File: src/rtl/seg7_scan_drv.sv
// Eight-digit multiplexed 7-segment driver with per-frame snapshot, decimal points and blink.
// Outputs decode registered state only; inputs take effect at the next frame boundary (EN after one edge).
module seg7_scan_drv #(
  parameter int DIG_CYCLES   = 50000,
  parameter int BLINK_FRAMES = 125
) (
  input  logic        clk,
  input  logic        rst,
  input  logic        EN,
  input  logic [31:0] Disp_num,
  input  logic [7:0]  point_in,
  input  logic [7:0]  blink_in,
  output logic [7:0]  AN,
  output logic [7:0]  SEGMENT,
  output logic        frame_start
);

  localparam int CW = (DIG_CYCLES > 1) ? $clog2(DIG_CYCLES) : 1;
  localparam int FW = (BLINK_FRAMES > 1) ? $clog2(BLINK_FRAMES) : 1;
  localparam logic [CW-1:0] CNT_LAST  = CW'(DIG_CYCLES - 1);
  localparam logic [FW-1:0] FCNT_LAST = FW'(BLINK_FRAMES - 1);

  logic [CW-1:0] cnt;
  logic [2:0]    dig;
  logic          valid;
  logic [31:0]   snap_num;
  logic [7:0]    snap_pt;
  logic [7:0]    snap_bl;
  logic [FW-1:0] fcnt;
  logic          ph;
  logic          en_q;

  logic          dig_last;
  logic          boundary;

  assign dig_last = (cnt == CNT_LAST);
  assign boundary = dig_last && (dig == 3'd7);

  // Reset parks the scan on the last cycle of digit 7 so the first free edge is a frame boundary.
  always_ff @(posedge clk) begin
    if (rst) begin
      cnt      <= CNT_LAST;
      dig      <= 3'd7;
      valid    <= 1'b0;
      snap_num <= '0;
      snap_pt  <= '0;
      snap_bl  <= '0;
      fcnt     <= '0;
      ph       <= 1'b1;
      en_q     <= 1'b0;
    end else begin
      en_q <= EN;
      if (dig_last) begin
        cnt <= '0;
        dig <= dig + 3'd1;
      end else begin
        cnt <= cnt + CW'(1);
      end
      if (boundary) begin
        snap_num <= Disp_num;
        snap_pt  <= point_in;
        snap_bl  <= blink_in;
        valid    <= 1'b1;
        if (valid) begin
          if (fcnt == FCNT_LAST) begin
            fcnt <= '0;
            ph   <= ~ph;
          end else begin
            fcnt <= fcnt + FW'(1);
          end
        end
      end
    end
  end

  logic [3:0] nib;
  logic [6:0] seg_hex;
  logic       blanked;

  assign nib     = snap_num[{dig, 2'b00} +: 4];
  assign blanked = snap_bl[dig] && !ph;

  always_comb begin
    seg_hex = 7'h7F;
    case (nib)
      4'h0: seg_hex = 7'h40;
      4'h1: seg_hex = 7'h79;
      4'h2: seg_hex = 7'h24;
      4'h3: seg_hex = 7'h30;
      4'h4: seg_hex = 7'h19;
      4'h5: seg_hex = 7'h12;
      4'h6: seg_hex = 7'h02;
      4'h7: seg_hex = 7'h78;
      4'h8: seg_hex = 7'h00;
      4'h9: seg_hex = 7'h10;
      4'hA: seg_hex = 7'h08;
      4'hB: seg_hex = 7'h03;
      4'hC: seg_hex = 7'h46;
      4'hD: seg_hex = 7'h21;
      4'hE: seg_hex = 7'h06;
      4'hF: seg_hex = 7'h0E;
      default: seg_hex = 7'h7F;
    endcase
  end

  always_comb begin
    AN      = 8'hFF;
    SEGMENT = 8'hFF;
    if (valid && en_q) begin
      AN = ~(8'h01 << dig);
      if (!blanked) begin
        SEGMENT = {~snap_pt[dig], seg_hex};
      end
    end
  end

  assign frame_start = valid && (dig == 3'd0) && (cnt == '0);

endmodule

File: config.mk
export PLATFORM = sky130hd
export DESIGN_NAME = seg7_scan_drv
export DESIGN_NICKNAME = d
export VERILOG_FILES = /design/src/rtl/seg7_scan_drv.sv
export SDC_FILE = /design/constraint.sdc
export NUM_CORES = 1
export LEC_CHECK = 0
export CORE_MARGIN = 4
export CORE_UTILIZATION = 53
export DETAILED_ROUTE_END_ITERATION = 16
export HOLD_SLACK_MARGIN = 0.12
export PLACE_DENSITY = 0.79
export SKIP_LAST_GASP = 1
export SYNTH_ARGS = -nofsm -noshare
export SYNTH_HDL_FRONTEND = slang
export SYNTH_SLANG_ARGS = --single-unit
export TNS_END_PERCENT = 100
File: constraint.sdc
create_clock -name clk -period 4.2 [get_ports clk]
set_input_delay 1.26 -clock clk [delete_from_list [all_inputs] [get_ports clk]]
set_output_delay 1.26 -clock clk [all_outputs]
set_load 0.01 [all_outputs]
# --- Yosys cells after proc, flatten, opt, wreduce, memory -nomap -nowiden ---
# Memory sizes are Yosys's and may differ from the RTL's.
# Index checks and enable logic that the tools add are counted.
word_totals:
  ff_bits: 77
  mem_bits_ro: 112
  output_inout_bits: 17
  memories: 1
mem_list:
  columns: ["memory", "depth", "width", "read_ports", "rd_clocked_by_memory_dff", "write_ports", "line_no", "source"]
  rows:
  - ["(name not given)", 16, 7, 1, 0, 0, "85", "case (nib)"]
classes:
  addsub: 3
  magnitude_cmp: 1
  n_eq_ne: 3
  shifts: 2
  muxes: 9
  n_bitwise: 3
  n_reduce_logical: 11
ops:
  columns: ["cell", "n"]
  rows:
  - ["$shiftx 32x6->4", 1]
  - ["$mux 8", 3]
  - ["$add 16x1->16 const B", 1]
  - ["$eq 16x16->1 const B", 1]
  - ["$logic_not 16->1", 1]
  - ["$mux 16", 1]
  - ["$not 8->8", 1]
  - ["$shl 1x3->8 const A", 1]
  - ["$add 7x1->7 const B", 1]
  - ["$eq 7x7->1 const B", 1]
  - ["$mux 7", 1]
  - ["$bmux 1 s3", 2]
  - ["$logic_and 1x1->1", 5]
  - ["$lt 3x4->1 const B", 1]
  - ["$add 3x1->3 const B", 1]
  - ["$eq 3x3->1 const B", 1]
  - ["$logic_not 3->1", 1]
  - ["$reduce_and 3->1", 1]
  - ["$mux 1", 2]
  - ["$not 1->1", 2]
  - ["$reduce_and 2->1", 1]
  - ["$reduce_or 2->1", 1]
  - ["$logic_not 1->1", 1]

# --- Depth between registers and ports, before layout ---
depth:
  ltp_word: 5
  mapped_depth: 9

# --- Worst setup path after synthesis ---
# OpenSTA, ideal clock, no wires.
synth_timing:
  kind: "reg2out"
  start: "register dig[0]"
  end: "output SEGMENT[3]"
  arrival_ns: 2.575
  t_required_ns: 2.940
  path_slack_ns: 0.365
  stages_incl_launch_ff: 9
  n_path_buf: 2
  cell_sequence: "dfxtp_1 > buf_2 > buf_2 > mux4_2 > mux2i_1 > ha_1 > nor3_1 > a211oi_1 > o21ai_0"
synth_between:
  elab_chain_cells: 5
  elab_cells_between_ends: 7
synth_lines:
  columns: ["item", "line_no", "source"]
  rows:
  - ["start: declaration", "24", "logic [2:0] dig;"]
  - ["start signal: assignment", "55", "dig <= dig + 3'd1;"]
  - ["parallel branches: the longest is 3 deep, another holds $mem_v2 16x7", null, null]
  - ["$mux 8 *", "111", "if (!blanked) begin"]
  - ["$mux 8 *", "109", "if (valid && en_q) begin"]
  - ["end: declaration", "14", "output logic [7:0] SEGMENT,"]
# Mark *: on every way between the ends. The select of a mux whose other input is x is not followed.

# --- Worst setup path in the final report ---
layout_timing:
  start: "register dig[0]"
  end: "output SEGMENT[4]"
# Same word-level chain as after synthesis.

==> impl_summary.log <==
[metrics] capturing element type of the critical path: primary output
[metrics] main flop type after synthesis: sky130_fd_sc_hd__dfxtp_1
[metrics] vias in the first global route: about 3100
[metrics] Tmin final: between 4000 and 5000 ps
[metrics] pin count of the biggest net entering global routing: 51
[metrics] Seq/Total Area, Yosys: 0.404
[metrics] category of the most critical setup path: reg2out
[metrics] proportion of netlist area held by the largest area contributor: 0.404
[metrics] required time worst endpoint: 2940 ps
[metrics] CTS HTree Levels: 3
[metrics] data arrival at the endpoint of the critical path: 2850 ps
[metrics] Synth area leader: sky130_fd_sc_hd__dfxtp_1
[metrics] cell count after placement: approximately 600
[metrics] most frequently used cell type in the post-synthesis netlist: sky130_fd_sc_hd__nand2_1
[metrics] CTS tree: yes
[metrics] DIE WIDTH: around 93 um
[metrics] buffers from clock root to sink, at most: 2
[metrics] placer congestion estimate: roughly 0.87
[metrics] Fin. Hold Viols: 0
[metrics] count of buffers inserted at the top-level ports: 67
[metrics] wire length reported by the detailed router: around 9000 um
[metrics] Post-synth ARST share: 0
[metrics] Worst slew margin: 0.370
[metrics] Max Slew Vio Count: 0
[metrics] unrepaired setup endpoints after global routing: true
[metrics] placeable core area: between 6000 and 7000 um2
[metrics] drt first-iter violations: 197
[metrics] type of element launching the critical path: flop
[metrics] number of unique standard cell types used by synthesis: between 40 and 50
[metrics] Pleak: around 0.0017 uW
[metrics] CTS sink count: 77
[metrics] net switching power of the design: 1190 uW
[metrics] number of synthesized register bits: between 70 and 80
[metrics] post-route insts no fill: 617
[metrics] Hold Path Class: reg2reg
[metrics] summed area of non-filler cells in the final layout: approximately 4800 um2
[metrics] total iterations of the first detailed-routing run: 4
[metrics] chip height: about 93 um
[metrics] Syn Nets: roughly 530
[metrics] effective utilization at floorplan: 0.552
[metrics] warning count from the yosys run: 0
[metrics] final worst-path cycle share: 0.979
[metrics] Inserted Clock Buffers: 9
[metrics] post-layout net count: about 580
[metrics] final antenna-violating net count: 0
[metrics] average cell area after synthesis: roughly 8.3 um2
[metrics] placed cell areas: roughly 4500 um2
[metrics] io pins: 68
[metrics] clock slew seen by the registers of the worst setup and hold paths: roughly 90 ps
[metrics] sequential cell fraction of total power: 0.382
[metrics] average wire per cell in the routed design: ~14 um
[metrics] overall power: 2920 uW
[metrics] delay of the slowest cell on the worst path: around 530 ps
[metrics] worst ir drop on vdd: 0.301 mV
[metrics] total number of placement rows: 30
[metrics] leading post-synthesis cells by cell area: sky130_fd_sc_hd__dfxtp_1 40%, sky130_fd_sc_hd__nand2_1 12%, sky130_fd_sc_hd__a21oi_1 7.5%, sky130_fd_sc_hd__mux4_2 5.9%, sky130_fd_sc_hd__ha_1 5.2%
[metrics] Worst Clk Skew: between 10 and 15 ps
[metrics] number of vias after detailed routing: approximately 3400
[metrics] GRT Residual Overflow: 0
[metrics] combinational cell fraction of total power: 0.416
[metrics] antenna fix cells: 0
[metrics] root buffer cell: sky130_fd_sc_hd__clkbuf_8
[metrics] # DRC: 0
[metrics] worst-margin pin slew: around 940 ps
[metrics] Hold Worst Slack: 453 ps
[metrics] post-synthesis instance area: about 3800 um2
[metrics] Setup violations, final: 0
[metrics] run status: complete, no violations
[metrics] die area: about 8600 um2
[metrics] critical path peak fanout: 8
[metrics] Power Dens Cells: approximately 610 nW/um2
[metrics] post-synthesis to final-layout area growth: 24.8%
[metrics] overall global routing resource usage: 0.217
[metrics] post-detailed-route via-to-cell ratio: 5.46
[metrics] Power Internal: between 1500 and 2000 uW
[metrics] cell-by-cell listing of the critical path: mux4_2 -> mux2i_1 -> buf_4 -> inv_1 -> ha_1 -> nand2_1 -> o21ai_0 -> a21o_1 -> clkdlybuf4s50_1
[metrics] hpwl dp: around 6300 um
[metrics] Clk Latency, worst-skew pair: approximately 360 ps
[metrics] count of mapped cells out of synthesis: 461
[metrics] Setup TNS Final: 0 ps
[metrics] fraction of final layout cells sized beyond drive strength 1: 0.102
[metrics] top cell types by occurrence after synthesis: 117 x sky130_fd_sc_hd__nand2_1, 77 x sky130_fd_sc_hd__dfxtp_1, 57 x sky130_fd_sc_hd__a21oi_1
[metrics] number of enable-type register cells in the synthesized netlist: 0
[metrics] clock group share of total power: 0.202
[metrics] upper clock frequency limit: approximately 240 MHz
[metrics] sw frac: 0.407
[metrics] library cell contributing the largest single delay on the critical path: sky130_fd_sc_hd__mux4_2
[metrics] initial antenna violation count: 0
[metrics] number of maximum-capacitance violations: 0
[metrics] wire length of the first global-routing pass: 15000 um
## power groups by stage
stage	Combinational (uW)	Sequential, uW	Clock (uW)
after detailed placement	1170	1120	0
after floorplan	965	1030	0
final	1210	1110	588
after CTS	1180	1110	599
after global routing	1370	1140	634
after global placement	1130	1110	0
## area by class of cell
class | count | area, um2
Tap cell | 96 | 120
Multi-Input combinational cell | 338 | 2100
Clock inverter | 7 | 86.3
Timing Repair Buffer | 74 | 721
Inverter | 16 | 60.1
Clock buffer | 9 | 124
Sequential cell | 77 | 1550
Fill cell | 592 | 2140
## per-layer routing
layer,track usage,share of wire,vias to the layer above
met4,0.0549,0.013,0
met1,0.291,0.44,1559
met2,0.349,0.48,98
met5,0,0,-
met3,0.0569,0.067,13
li1,-,-,1697
## flip-flops by register name, indices dropped and copies added (netlist names)
register and flops:
cnt 16, dig 3, en_q 1, fcnt 7
ph 1, snap_bl 8, snap_num 32, snap_pt 8
valid 1
## kinds of logic after synthesis
| group | Yosys count | synth area share |
|---|---|---|
| xor gates and xnor gates | 12 | 0.0275 |
| adders and majority gates | 16 | 0.0525 |
| buffers and inverters | 46 | 0.0512 |
| and+or+nand+nor | 194 | 0.235 |
| muxes | 23 | 0.0941 |
| DFF | 77 | 0.404 |
| AOI/OAI and AO/OA | 93 | 0.136 |
## metrics by stage
| stage | worst slack, ps | util |
|---|---|---|
| after floorplan | 365 | - |
| after global placement | 195 | 0.653 |
| after detailed placement | 155 | 0.653 |
| after CTS | 50.5 | 0.684 |
| after global routing | -91.3 | 0.689 |
| final | 88.3 | 0.689 |
## cells in the final DEF, fill, tap and decap left out, drive strengths merged, types with 5 or more instances in the layout
cell type      netlist  routed
a21oi               57      57
and3                 6       6
buf                 13       8
clkbuf              17       9
clkdlybuf4s50        0      65
dfxtp               77      77
ha                  16      16
inv                 16      21
mux2i               10      10
mux4                10      10
nand2              117     117
nand3               13      13
nand4               10      10
nor2                13      13
nor3                16      16
o21ai               18      18
or3b                 5       5
xnor2                8       8
## timing repair
| item | CTS | global route |
|---|---|---|
| gates resized for setup | 3 | 6 |
| pin swaps | 0 | 0 |
| setup buffers | 0 | 2 |
| hold buffers | 0 | 0 |
| setup endpoints to repair | 6 | 5 |
## final timing paths
check             slack (ps)  cells past startpoint    endpoint  startpoint
setup / recovery          90                      9  SEGMENT[4]      dig[0]
hold / removal           450                      2  snap_bl[4]  snap_bl[4]
setup reg to reg        1570                      6  snap_pt[0]      cnt[0]
hold reg to reg          450                      2  snap_bl[4]  snap_bl[4]
## critical path, delay by kind of cell, from the launching register on
kind	cells	cell delay, ps
flip-flops	1	420
AND/OR/NAND/NOR	1	80
adder cells (fa/ha/maj)	1	250
multiplexers	2	750
AO/OA/AOI/OAI	2	280
buffers and inverters	3	720
Power figures use the tool's default switching activity.
==> patch 1, RTL diff (same flow settings) <==
Compare `fcnt` against `FCNT_LAST` with >= in place of ==.
--- a/src/rtl/seg7_scan_drv.sv
+++ b/src/rtl/seg7_scan_drv.sv
@@ -64,3 +64,3 @@
         if (valid) begin
-          if (fcnt == FCNT_LAST) begin
+          if (fcnt >= FCNT_LAST) begin
             fcnt <= '0;
Formal check against the unedited RTL: no difference found for any inputs over 10 cycles, from zero or initial values and one cycle with rst high; that may be too few to reach the edited logic, so the function may still have changed.
==> patch 1 against the unedited design <==
  * Worst setup slack better by 12 ps
  * Sequential cell count unchanged
  * Design area up 0.10%
  * Utilization up 0.45 points
  * Power down 7.4%
  * Combinational power down 12%
  * Via count up 3.2%
  * Sequential power down 4%
  * Routed wire length up 2.1%
  * Non-clock buffer count up 4
  * Sequential share of layout area down 0.060 points
  * Synthesized area down 0.20%
==> patch 1: results (changes against the unedited design) <==
<table>
<tr><th>Metric</th><th>Value</th></tr>
<tr><th colspan="2">Hold path</th></tr>
<tr><td>Startpoint of the worst hold path</td><td>snap_num[14] (was snap_bl[4])</td></tr>
<tr><th colspan="2">Worst setup path</th></tr>
<tr><td>Standard cell with the maximum stage delay on the critical path</td><td>clkdlybuf4s50_1 (was mux4_2)</td></tr>
<tr><td>Endpoint arrival time on the critical path</td><td>2840 ps (was 2850 ps)</td></tr>
<tr><td>Worst Path Max Fanout</td><td>10 (was 8)</td></tr>
<tr><td>Peak per-stage delay on the critical path</td><td>570 ps (was 530 ps)</td></tr>
<tr><td>R2r startpoint</td><td>cnt[10] (was cnt[0])</td></tr>
<tr><th colspan="2">Placed design</th></tr>
<tr><td>I/O Buffers</td><td>67 (unchanged)</td></tr>
<tr><td>Final estimated routing congestion in global placement</td><td>0.8071 (was 0.8658)</td></tr>
<tr><td>Area after DPL</td><td>4513 µm² (was 4509 µm²)</td></tr>
<tr><th colspan="2">Routing</th></tr>
<tr><td>Detailed-route wire length</td><td>9111 µm (was 8926 µm)</td></tr>
<tr><td>Drt first pass iters</td><td>5 (was 4)</td></tr>
<tr><td>Initial drt markers</td><td>148 (was 197)</td></tr>
<tr><td>Via/cell ratio</td><td>5.558 (was 5.457)</td></tr>
<tr><th colspan="2">Timing</th></tr>
<tr><td>Clock skew</td><td>10.15 ps (was 10.47 ps)</td></tr>
<tr><td>Slew margin rel.</td><td>0.4331 (was 0.3704)</td></tr>
<tr><th colspan="2">Power</th></tr>
<tr><td>Leak Pwr</td><td>0.001741 µW (was 0.001743 µW)</td></tr>
<tr><td>Peak supply drop</td><td>389.3 µV (was 301.0 µV)</td></tr>
<tr><th colspan="2">Yosys</th></tr>
<tr><td>Complex-gate fraction of the synthesized area</td><td>0.1331 (was 0.1358)</td></tr>
<tr><td>Mux cell area share after synthesis</td><td>0.08610 (was 0.09413)</td></tr>
<tr><td>Top post-synthesis cells by count</td><td>nand2_1, dfxtp_1, a21oi_1 (unchanged)</td></tr>
<tr><td>Largest cells by area after synthesis</td><td>dfxtp_1, nand2_1, a21oi_1, mux4_2, ha_1 (unchanged)</td></tr>
<tr><td>Share of synthesized area occupied by flip-flops and latches</td><td>0.4049 (was 0.4041)</td></tr>
<tr><th colspan="2">Global routing</th></tr>
<tr><td>Total global routing track utilization</td><td>0.2156 (was 0.2173)</td></tr>
<tr><td>Largest net degree at the start of global routing</td><td>49 (was 51)</td></tr>
<tr><td>Number of global-route vias before repair</td><td>3259 (was 3131)</td></tr>
<tr><th colspan="2">Outcome</th></tr>
<tr><td>Run status</td><td>finished clean (unchanged)</td></tr>
<tr><th colspan="2">Cells and area</th></tr>
<tr><td>Final nets</td><td>591 (was 583)</td></tr>
<tr><td>Share of cells above drive strength 1</td><td>0.09452 (was 0.1017)</td></tr>
</table>
[patch 1: changes by cell type in the layout (fill, tap and decap cells not counted), sizes merged, moves of 4 or more]
cell	change
nor3	-11
and2	+7
nor2	+5
or3b	-5
buf	+4
inv	-4
nand3	+4
or3	+4
[patch 1: metrics by stage]
| stage | cells | utilization | worst slack [ps] | power (µW) |
|---|---|---|---|---|
| final | 625 | 0.6940 | 100.3 | 2700 |
| after global placement | 605 | 0.6570 | 156.4 | 2052 |
| after detailed placement | 605 | 0.6570 | 38.15 | 2099 |
| after CTS | 621 | 0.6893 | 59.67 | 2680 |
| after global routing | 625 | 0.6940 | 2.366 | 2887 |
| after floorplan | 464 | - | 481.8 | 1829 |
[patch 1: power by group]
part / internal, µW / switching, µW
clock network: 281 / 287
registers: 907 / 162
logic: 453 / 610
[patch 1: metal layers]
layer	vias up	share of wire	track usage
met5	-	0	0
met4	0	0.014	0.07937
met3	11	0.061	0.03737
met2	112	0.46	0.3511
met1	1639	0.46	0.2873
li1	1712	-	-
[patch 1: area by class of cell]
class,instances,area [µm²]
clock buffer,9,123.9
clock inverter,7,81.33
fill,567,2102
inverter,15,56.30
multi-input combinational,343,2092
sequential,77,1546
tap,96,120.1
timing repair buffer,78,747.0
[patch 1: kinds of logic after synthesis]
group / count (synthesis)
buf+inv: 44
mux: 20
simple gates: 204
fa+ha+maj: 16
xor+xnor: 11
compound gates: 92
flops: 77
[patch 1: worst paths after layout]
kind                  endpoint  slack, ps  cells after the start
hold / removal    snap_num[14]        460                      2
setup reg to reg       fcnt[2]       1430                      5
hold reg to reg   snap_num[14]        460                      2
setup / recovery    SEGMENT[2]        100                      6
[patch 1: repair_timing]
action                                  in CTS  in global routing
setup buffers                                0                  4
gates resized for setup                      6                  1
endpoints found under the setup margin       7                  4
==> patch 2, RTL diff (same flow settings) <==
Made on the original files. Set the parameter `BLINK_FRAMES` to 250 (it was 125).
--- a/src/rtl/seg7_scan_drv.sv
+++ b/src/rtl/seg7_scan_drv.sv
@@ -4,3 +4,3 @@
   parameter int DIG_CYCLES   = 50000,
-  parameter int BLINK_FRAMES = 125
+  parameter int BLINK_FRAMES = 250
 ) (
Check against the original RTL: same outputs for any inputs over 10 cycles, from zero or initial values and one cycle with rst high; that may be too few to reach the edited logic, so the function may still have changed.
==> patch 2 against the unedited design <==
  * Design area rose by 2.0%
  * Worst setup slack improved by 55 ps
  * Sequential cell count increased by 1
  * Synthesized area is 1.4% higher
  * Hold slack got worse by 3.1 ps
  * Final cell count grew 1.6%
  * Clock skew increased by 0.76 ps
  * Routed wire length up 4.2%
  * Power is 3.4% lower
  * Critical path type unchanged
  * Largest cell class unchanged
==> patch 2: results (changes against the unedited design) <==
<table>
<tr><th>Metric</th><th>Value</th></tr>
<tr><th colspan="2">Yosys</th></tr>
<tr><td>Share of synthesized area occupied by flip-flops and latches</td><td>0.4035 (was 0.4041)</td></tr>
<tr><td>Complex-gate fraction of the synthesized area</td><td>0.1384 (was 0.1358)</td></tr>
<tr><td>Total nets after synthesis</td><td>533 (was 528)</td></tr>
<tr><td>Top post-synthesis cells by count</td><td>nand2_1, dfxtp_1, a21oi_1 (unchanged)</td></tr>
<tr><td>Mux cell area share after synthesis</td><td>0.09279 (was 0.09413)</td></tr>
<tr><td>Xor/xnor share of the synthesized area</td><td>0.02716 (was 0.02755)</td></tr>
<tr><td>Unique masters post-synth</td><td>48 (was 45)</td></tr>
<tr><th colspan="2">Cells and area</th></tr>
<tr><td>#MultiIn Comb</td><td>346 (was 338)</td></tr>
<tr><td>Fraction of area in multi-input gates</td><td>0.4458 (was 0.4417)</td></tr>
<tr><td>Invs w/o clock</td><td>14 (was 16)</td></tr>
<tr><td>Fraction of area in registers</td><td>0.3229 (was 0.3250)</td></tr>
<tr><td>Share of cells above drive strength 1</td><td>0.1036 (was 0.1017)</td></tr>
<tr><th colspan="2">Global routing</th></tr>
<tr><td>Largest net degree at the start of global routing</td><td>63 (was 51)</td></tr>
<tr><td>Number of global-route vias before repair</td><td>3192 (was 3131)</td></tr>
<tr><th colspan="2">Power</th></tr>
<tr><td>Part of the power in combinational logic</td><td>0.399 (was 0.416)</td></tr>
<tr><td>Power in the clock group</td><td>573 µW (was 588 µW)</td></tr>
<tr><td>Peak supply drop</td><td>366.3 µV (was 301.0 µV)</td></tr>
<tr><th colspan="2">Hold path</th></tr>
<tr><td>Startpoint of the worst hold path</td><td>snap_bl[6] (was snap_bl[4])</td></tr>
<tr><th colspan="2">CTS</th></tr>
<tr><td>Post-CTS Resized</td><td>4 (was 3)</td></tr>
<tr><th colspan="2">Timing</th></tr>
<tr><td>Clock skew</td><td>11.23 ps (was 10.47 ps)</td></tr>
<tr><th colspan="2">Placed design</th></tr>
<tr><td>Post-detail-place hpwl</td><td>6654 µm (was 6311 µm)</td></tr>
<tr><th colspan="2">Worst setup path</th></tr>
<tr><td>Endpoint arrival time on the critical path</td><td>2800 ps (was 2850 ps)</td></tr>
<tr><th colspan="2">Outcome</th></tr>
<tr><td>Run status</td><td>finished clean (unchanged)</td></tr>
<tr><th colspan="2">Die</th></tr>
<tr><td>DIE AREA</td><td>8733 µm² (was 8619 µm²)</td></tr>
<tr><th colspan="2">Routing</th></tr>
<tr><td>Detailed-route wire length</td><td>9301 µm (was 8926 µm)</td></tr>
<tr><td>Vias after detailed routing</td><td>3450 (was 3367)</td></tr>
</table>
==> patch 2: cell count changes in the layout (fill, tap and decap cells not counted), sizes merged, moves of 3 or more <==
cell  change
and2      +3
or3b      -4
or4       +4
nor3      -6
buf       +3
inv       -4
nor2      +5
and3      -3
==> patch 2: per-stage QoR <==
stage / power [µW] / instances / worst slack, ps / instance area (µm²) / hold slack (ps)
finish: 2815 / 627 / 142.9 / 4856 / 450.1
global route: 3019 / 627 / -3.988 / 4856 / 466.3
CTS: 2782 / 623 / 20.89 / 4792 / 454.2
detailed placement: 2203 / 607 / 106.7 / 4581 / 443.7
global placement: 2164 / 607 / 233.1 / 4581 / 437.2
floorplan: 1924 / 466 / 364.9 / 3870 / 428.4
==> patch 2: routing by layer <==
metal  part of all wire  wire (µm)  track usage
met1               0.45       4173       0.2898
met4              0.014        129      0.07692
met2               0.49       4531       0.3472
met3              0.050        466      0.04425
met5                  0          0            0
